### src/rtl/cache_memory.sv
// Direct-mapped, write-back, write-allocate data cache: 8 lines of 16 bytes.
// Misses stall the CPU, write back a dirty victim, then refill over the
// memory-side busywait handshake.
module cache_memory (
   input  logic         CLK,
   input  logic         RESET,
   input  logic         read,
   input  logic         write,
   input  logic [31:0]  address,
   input  logic [31:0]  writedata,
   output logic [31:0]  readdata,
   output logic         busywait,
   output logic         mem_read,
   output logic         mem_write,
   output logic [27:0]  mem_address,
   output logic [127:0] mem_writedata,
   input  logic [127:0] mem_readdata,
   input  logic         mem_busywait,
   input  logic         inst_hit
);

   typedef enum logic [1:0] {IDLE, WRITE_BACK, MEM_READ, UPDATE} state_t;

   state_t       state;
   logic         first;       // first cycle of a memory state: mem_busywait ignored
   logic [7:0]   valid;
   logic [7:0]   dirty;
   logic [24:0]  tag_arr  [8];
   logic [127:0] data_arr [8];
   logic [127:0] fill_buf;    // refill block captured at the completing edge
   logic [31:0]  rd_q;        // last delivered load word

   logic [24:0]  tag_in;
   logic [2:0]   index;
   logic [1:0]   word;
   logic [6:0]   woff;
   logic         req, hit, idle, rd_hit, wr_hit, done;
   logic [127:0] line;
   logic [31:0]  sel_word;
   logic         unused_ok;

   assign tag_in    = address[31:7];
   assign index     = address[6:4];
   assign word      = address[3:2];
   assign woff      = {word, 5'b0};
   assign unused_ok = ^address[1:0];

   assign req      = (read | write) & inst_hit;
   assign hit      = valid[index] && (tag_arr[index] == tag_in);
   assign idle     = (state == IDLE);
   assign rd_hit   = idle & req & hit & ~write;
   assign wr_hit   = idle & req & hit & write;
   assign line     = data_arr[index];
   assign sel_word = line[woff +: 32];
   assign done     = ~first & ~mem_busywait;

   // Stall whenever a transfer is in progress or a fresh request misses; held low in reset
   always_comb begin
      busywait = ~RESET & (~idle | (req & ~hit));
   end

   // Load data is live on a read hit, otherwise the last delivered word
   always_comb begin
      readdata = rd_hit ? sel_word : rd_q;
   end

   // Memory-side address/data track the current transfer state
   always_comb begin
      mem_address   = 28'd0;
      mem_writedata = 128'd0;
      case (state)
         WRITE_BACK: begin
            mem_address   = {tag_arr[index], index};
            mem_writedata = line;
         end
         MEM_READ: mem_address = address[31:4];
         default: ;
      endcase
   end

   // Miss-handling FSM with registered memory requests and line status bits
   always_ff @(posedge CLK or posedge RESET) begin
      if (RESET) begin
         state     <= IDLE;
         first     <= 1'b0;
         valid     <= '0;
         dirty     <= '0;
         mem_read  <= 1'b0;
         mem_write <= 1'b0;
         rd_q      <= 32'd0;
         fill_buf  <= 128'd0;
      end else begin
         first <= 1'b0;
         case (state)
            IDLE: begin
               if (rd_hit) rd_q <= sel_word;
               if (wr_hit) dirty[index] <= 1'b1;
               else if (req & ~hit) begin
                  first <= 1'b1;
                  if (valid[index] & dirty[index]) begin
                     state     <= WRITE_BACK;
                     mem_write <= 1'b1;
                  end else begin
                     state    <= MEM_READ;
                     mem_read <= 1'b1;
                  end
               end
            end
            WRITE_BACK: begin
               if (done) begin
                  state     <= MEM_READ;
                  mem_write <= 1'b0;
                  mem_read  <= 1'b1;
                  first     <= 1'b1;
               end
            end
            MEM_READ: begin
               if (done) begin
                  state    <= UPDATE;
                  mem_read <= 1'b0;
                  fill_buf <= mem_readdata;
               end
            end
            UPDATE: begin
               valid[index] <= 1'b1;
               dirty[index] <= 1'b0;
               state        <= IDLE;
            end
            default: state <= IDLE;
         endcase
      end
   end

   // Tag/data arrays: store-hit word writes and refill installs
   always_ff @(posedge CLK) begin
      if (wr_hit) data_arr[index][woff +: 32] <= writedata;
      if (state == UPDATE) begin
         data_arr[index] <= fill_buf;
         tag_arr[index]  <= tag_in;
      end
   end

endmodule

### config.mk
export PLATFORM = sky130hd
export DESIGN_NAME = cache_memory
export DESIGN_NICKNAME = d
export VERILOG_FILES = /design/src/rtl/cache_memory.sv
export SDC_FILE = /design/constraint.sdc
export NUM_CORES = 2
export LEC_CHECK = 0
export BUFFER_PORTS_ARGS = -buffer_cell sky130_fd_sc_hd__buf_2
export CAP_MARGIN = 10
export CORE_ASPECT_RATIO = 0.75
export CORE_MARGIN = 3
export CORE_UTILIZATION = 60
export CTS_BUF_LIST = sky130_fd_sc_hd__clkbuf_4
export DETAILED_ROUTE_END_ITERATION = 7
export PLACE_DENSITY = 0.79
export SETUP_SLACK_MARGIN = 0.02
export SLEW_MARGIN = 20
export SYNTH_ARGS = -nofsm -noshare
export SYNTH_HDL_FRONTEND = slang
export SYNTH_SLANG_ARGS = --single-unit
### constraint.sdc
create_clock -name CLK -period 6.4 [get_ports CLK]
set_clock_uncertainty 0.05 [all_clocks]
set_input_delay 0.96 -clock CLK [delete_from_list [all_inputs] [get_ports CLK]]
set_output_delay 0.96 -clock CLK [all_outputs]
set_load 0.01 [all_outputs]
Yosys cells after proc, flatten, opt, wreduce, memory -nomap -nowiden
Memories as Yosys holds them, arrays and structs flattened. Cells that the tools add are included. W data, S select, Z words.

Bits in registers: 181. Memory bits (writable): 1224. Output and inout port bits: 191. Word-level logic and storage cells: 350. Memories kept: 2.

$add $sub $neg: 1. Order comparisons: 2. Equality and inequality tests: 11. Shift operators: 3. Mux-type cells: 163. Bitwise logic cells: 149. Reduce and logical (&&, ||, !) cells: 11.

Memory list: data_arr (words 8, width 128, rd ports 1, clocked after Yosys merged registers in 0, write ports 1, line 29) `logic [127:0] data_arr [8];`; tag_arr (words 8, width 25, rd ports 1, clocked after Yosys merged registers in 0, write ports 1, line 28) `logic [24:0] tag_arr [8];`.

Operators with widths (number): $mux W128 (2); $mux W1 (145); $or A1 B1 Y1 (130); $shift A32 B9 Y128 const A (1); $shiftx A128 B8 Y32 (1); $shiftx A32 B9 Y128 (1); $pmux W28 S2 (1); $mux W32 (1); $eq A25 B25 Y1 (1); $or A8 B8 Y8 (2); $pmux W8 S2 (1); $mux W2 (5); $and A1 B1 Y1 (9); $neg A7 Y9 (1); $and A8 B8 Y8 (1); $mux W8 (1); $ne A2 B2 Y1 const B (4); $not A8 Y8 (1); $pmux W2 S4 (1); $bmux W1 S3 (2); $ne A2 B1 Y1 const B (3); $not A1 Y1 (6); $reduce_and A6 Y1 (1); $reduce_and A5 Y1 (1); other kinds (13) (18).

Depth between registers and ports, before layout
Depth after elaboration: 8. Gate-level depth with buffers: 16. Depth with buffers taken out: 9.

Least setup slack after synthesis
OpenSTA, ideal clock, no wires.

Path type: input to register. Start point: in address[4]. End point: mem data_arr[0][0], enable pin. Library setup time: 421 ps. Arrival: 4589 ps. Data required time: 5929 ps. Setup slack: 1340 ps. Stages on the path: 13. Cell sequence: buf_6 > buf_8 > buf_6 > buf_6 > mux2i_1 > o21ai_0 > a221o_1 > xnor2_1 > o211a_1 > nand4_1 > nor4_4 > a31oi_1 > nor2_1.

Word-level cells in the longest chain between the ends: 8. Elaborated cells on any way between the ends: 10. Classes of those cells: eq/ne: 1; mux: 4; bitwise: 3; reduce/logical: 1; memory: 1.

Ends and longest elaborated chain: from (decl) (line 9) `input logic [31:0] address,`; $mem_v2 Z8 W25 or $bmux W1 S3 (tied branches); $eq A25 B25 Y1 or $mux W1 (tied branches) (line 49) `assign hit = valid[index] && (tag_arr[index] == tag_in);`; $logic_and A1 B1 Y1 (line 49); $and A1 B1 Y1 (2 in series) (line 52) `assign wr_hit = idle & req & hit & write;`; $mux W1 (line 136) `if (wr_hit) data_arr[index][woff +: 32] <= writedata;`; $mux W128 (not written as such) (line 136); $or A1 B1 Y1 (no source line); to (decl) (line 29).

Parallel ways exist; a longest one is shown, timed or not. The select of a mux whose other input is x is not followed.

Worst setup path after layout
Start point: mem tag_arr[0][6]. End point: out readdata[22].

Word-level cells in the longest chain between the ends: 6.

Ends and longest elaborated chain: from (decl) (line 28); $mem_v2 Z8 W25; $eq A25 B25 Y1 (line 49); $logic_and A1 B1 Y1 (line 49); $and A1 B1 Y1 (2 in series) (line 51) `assign rd_hit = idle & req & hit & ~write;`; $mux W32 (line 64) `readdata = rd_hit ? sel_word : rd_q;`; to (decl) (line 11) `output logic [31:0] readdata,`.

No other way between the ends.

==> qor.csv <==
metric;value;unit
Least-Margin Pin Slew;1.28;ns
max_slew headroom;13.8;%
Max Cap Viol;0;
fmax;164;MHz
Setup violations, final;0;
P&R area growth vs syn;18.0;%
HPWL Detailed;109000;microns
RSZ-0062 raised after global routing;false;
gpl congestion;0.868;
first-pass GRT wire length;256000;microns
gr ovfl total;0;
library cells used by synthesis;66;
vias in the first global route;37325;
synth warn;0;
NumNets Final;4287;
Synth async-reset ratio;12.9;%
Max clock buf depth;4;
Ports;389;
All-Layer GR Usage;37.3;%
HP Class;input port to flop;
Fin Setup TNS;0;ns
Critical Path Fanout Max;64;
CTS tree;done;
pwr dens;365;nW/um^2
Worst Setup Start Kind;flop;
clock root buffer;clkbuf_4;
delay-heaviest family, CP;simple AND/OR/NAND/NOR gates;
Slowest cell on crit path;nor4_4;
crit path capture type;output port;
Syn Nets;3512;
WP data required;5.39;ns
status;complete, no violations;
share of layout cells above drive strength 1;31.7;%
Worst VDD drop;0.314;mV
DRT Pass-1 Iters;6;
final wirelength;181000;microns
clock transition at the registers of the reported paths;0.08;ns
area of the mapped netlist;55800;sq um
Die Width;358;microns
# port buffers;386;
WP data arrival;5.07;ns
number of flops mapped to enable cells by yosys;1224;
via density per instance;6.85;
Final ANT Viol Nets;0;
Die ar.;96700;sq um
clk sinks;1405;
sequential share of power;50.3;%
fin crit share;95.0;%
Main synth FF type;edfxtp_1;
CTS Buf Count;339;
Crit path largest cell delay;0.59;ns
fin crit period;6.08;ns
clk_lat worst skew;1.26;ns
Crit Path Class;flop to output port;
gate count of the mapped netlist;3304;
critical path buffer and inverter count;2;
initial antenna violation count;30;
largest net degree at the start of global routing;129;
P_int;0.0169;W
drt wl/cell;32.5;microns
initial core utilization;60.7;%
vias;38159;
sw frac;29.6;%
initial DRC count;6192;
FP Rows;96;
die boundary height;270;microns
core area;91900;sq um
register area share after synthesis;74.0;%
Syn Area/Cell;16.9;sq um
Final Util;71.6;%
cells along the critical path;mux4_2, mux2i_4, xor2_2, nand3_1, nor4bb_1, nand4_1, nor4_4, nand3b_1, buf_12, mux2_1, buf_2;
Residual DRC;0;
Setup Fix Bufs, Post-CTS;0;
post-synthesis register bit count;1405;
Clock power frac;30.7;%
Combinational Power Share;19.0;%
Max Slew Vio Count;0;
H-Tree Depth;5;
leakage power;23.9;nW
total net switching power;0.00711;W
Hold Vio Cnt, Final;0;
## per-layer routing
metal,vias to the layer above,track usage (%),part of all wire (%)
met5,-,0,0.076
met4,22,16.8,4.3
met3,586,18.6,19
li1,15180,-,-
met1,18657,49.8,34
met2,3714,51.6,42
## tightest hold or removal path, cell delays in order
cell and delay, ns:
buf_2 0.11, nor2_1 0.07, nand2_1 0.08, nand2_1 0.05, o211ai_1 0.07
## timing repair
action	in CTS	in global routing
endpoints found under the hold margin	369	0
hold buffers	154	0
endpoints found under the setup margin	0	11
gates resized for setup	0	1
## area by class of cell
cell class	instances	area, sq um
fill	5538	26100
timing repair buffer	661	4780
multi-input combinational	1658	13800
tap	1225	1530
inverter	14	60.1
sequential	1405	41300
clock inverter	80	444
clock buffer	512	3840
antenna	15	37.5
## sequential cells by signal, summed over array words and instances, names as in the netlist, named ones only
register / count
mem_write: 1
data_arr: 1024
valid: 8
fill_buf: 128
mem_read: 1
tag_arr: 200
first: 1
state: 2
rd_q: 32
## placed cells by master, fill, tap and decap left out, types with 9 or more instances in the layout
cell | synthesis | routed
nand2_1 | 63 | 63
o22ai_1 | 23 | 23
buf_4 | 4 | 92
mux2_2 | 209 | 209
xnor2_1 | 9 | 9
a221o_1 | 16 | 16
edfxtp_1 | 1224 | 1224
mux2_1 | 54 | 54
o21ai_0 | 49 | 49
nand3_1 | 43 | 43
nor2b_1 | 28 | 28
a221oi_1 | 45 | 45
nor2_4 | 0 | 35
and3_1 | 15 | 12
nor3_1 | 14 | 13
clkinv_1 | 1 | 65
buf_12 | 1 | 31
or2_2 | 10 | 10
a31oi_1 | 32 | 28
a22o_1 | 172 | 172
buf_2 | 19 | 383
mux4_2 | 48 | 48
clkbuf_4 | 0 | 512
a22oi_1 | 354 | 354
and2_1 | 100 | 98
mux2i_1 | 63 | 63
dlygate4sd3_1 | 0 | 154
nor2_1 | 111 | 68
dfrtp_1 | 181 | 181
inv_1 | 13 | 11
or3_1 | 16 | 16
diode_2 | 0 | 15
a21oi_1 | 34 | 34
nand4_1 | 65 | 65
## logic make-up after synthesis
kind of cell,share of synthesized area [%]
buffers and inverters,1.91
multiplexers,8.50
adder cells (fa/ha/maj),0.224
XOR/XNOR,0.220
AO/OA/AOI/OAI,10.5
flip-flops,74.0
AND/OR/NAND/NOR,4.69
## cells in the mapped netlist (all sizes together), types with 6 or more instances
library cell	n	share of area, %
edfxtp	1224	66
a22oi	354	4.8
mux2	263	5.3
dfrtp	181	8.1
a22o	172	2.7
clkbuf	168	1.1
nor2	111	0.75
and2	101	1.1
mux2i	66	1.3
nand4	66	0.75
nand2	63	0.42
buf	59	0.69
o21ai	49	0.44
mux4	48	1.9
a221oi	45	0.71
nand3	43	0.39
a21oi	34	0.30
a31oi	32	0.36
nor2b	28	0.31
o22ai	23	0.26
a221o	16	0.29
or3	16	0.18
and3	15	0.17
nor3	14	0.13
inv	13	0.087
ha	10	0.22
or2	10	0.11
a211oi	9	0.13
xnor2	9	0.14
nand2b	8	0.090
o221ai	7	0.11
o211ai	6	0.081
## worst paths after layout
check,start,to,slack (ns),cells after the start
max,tag_arr[0][6],readdata[22],0.32,11
min,mem_busywait,mem_write,0.14,5
max reg2reg,tag_arr[0][6],data_arr[6][11],1.76,10
min reg2reg,valid[7],valid[7],0.42,1
max in group asynchronous,RESET,fill_buf[21],4.63,4
min in group asynchronous,RESET,valid[2],0.29,3
## power by group through the flow
stage	Sequential, W	Clock, W	Combinational, W
final	0.0121	0.00737	0.00456
after global routing	0.0121	0.00786	0.00473
after CTS	0.0120	0.00736	0.00437
after detailed placement	0.0122	0	0.00428
after global placement	0.0122	0	0.00415
after floorplan	0.0120	0	0.00252
## per-stage QoR
stage                     power (W)  area, sq um  hold slack (ns)  cells  setup WS, ns
after detailed placement     0.0165        59900            0.401   4809         0.496
final                        0.0240        65800            0.139   5570         0.320
after global routing         0.0247        65800           0.0800   5560         0.185
after CTS                    0.0238        65800           0.0449   5555         0.220
after global placement       0.0163        59900            0.398   4809         0.516
after floorplan              0.0145        55800            0.383   3304         0.475
(Power assumes the default switching activity.)
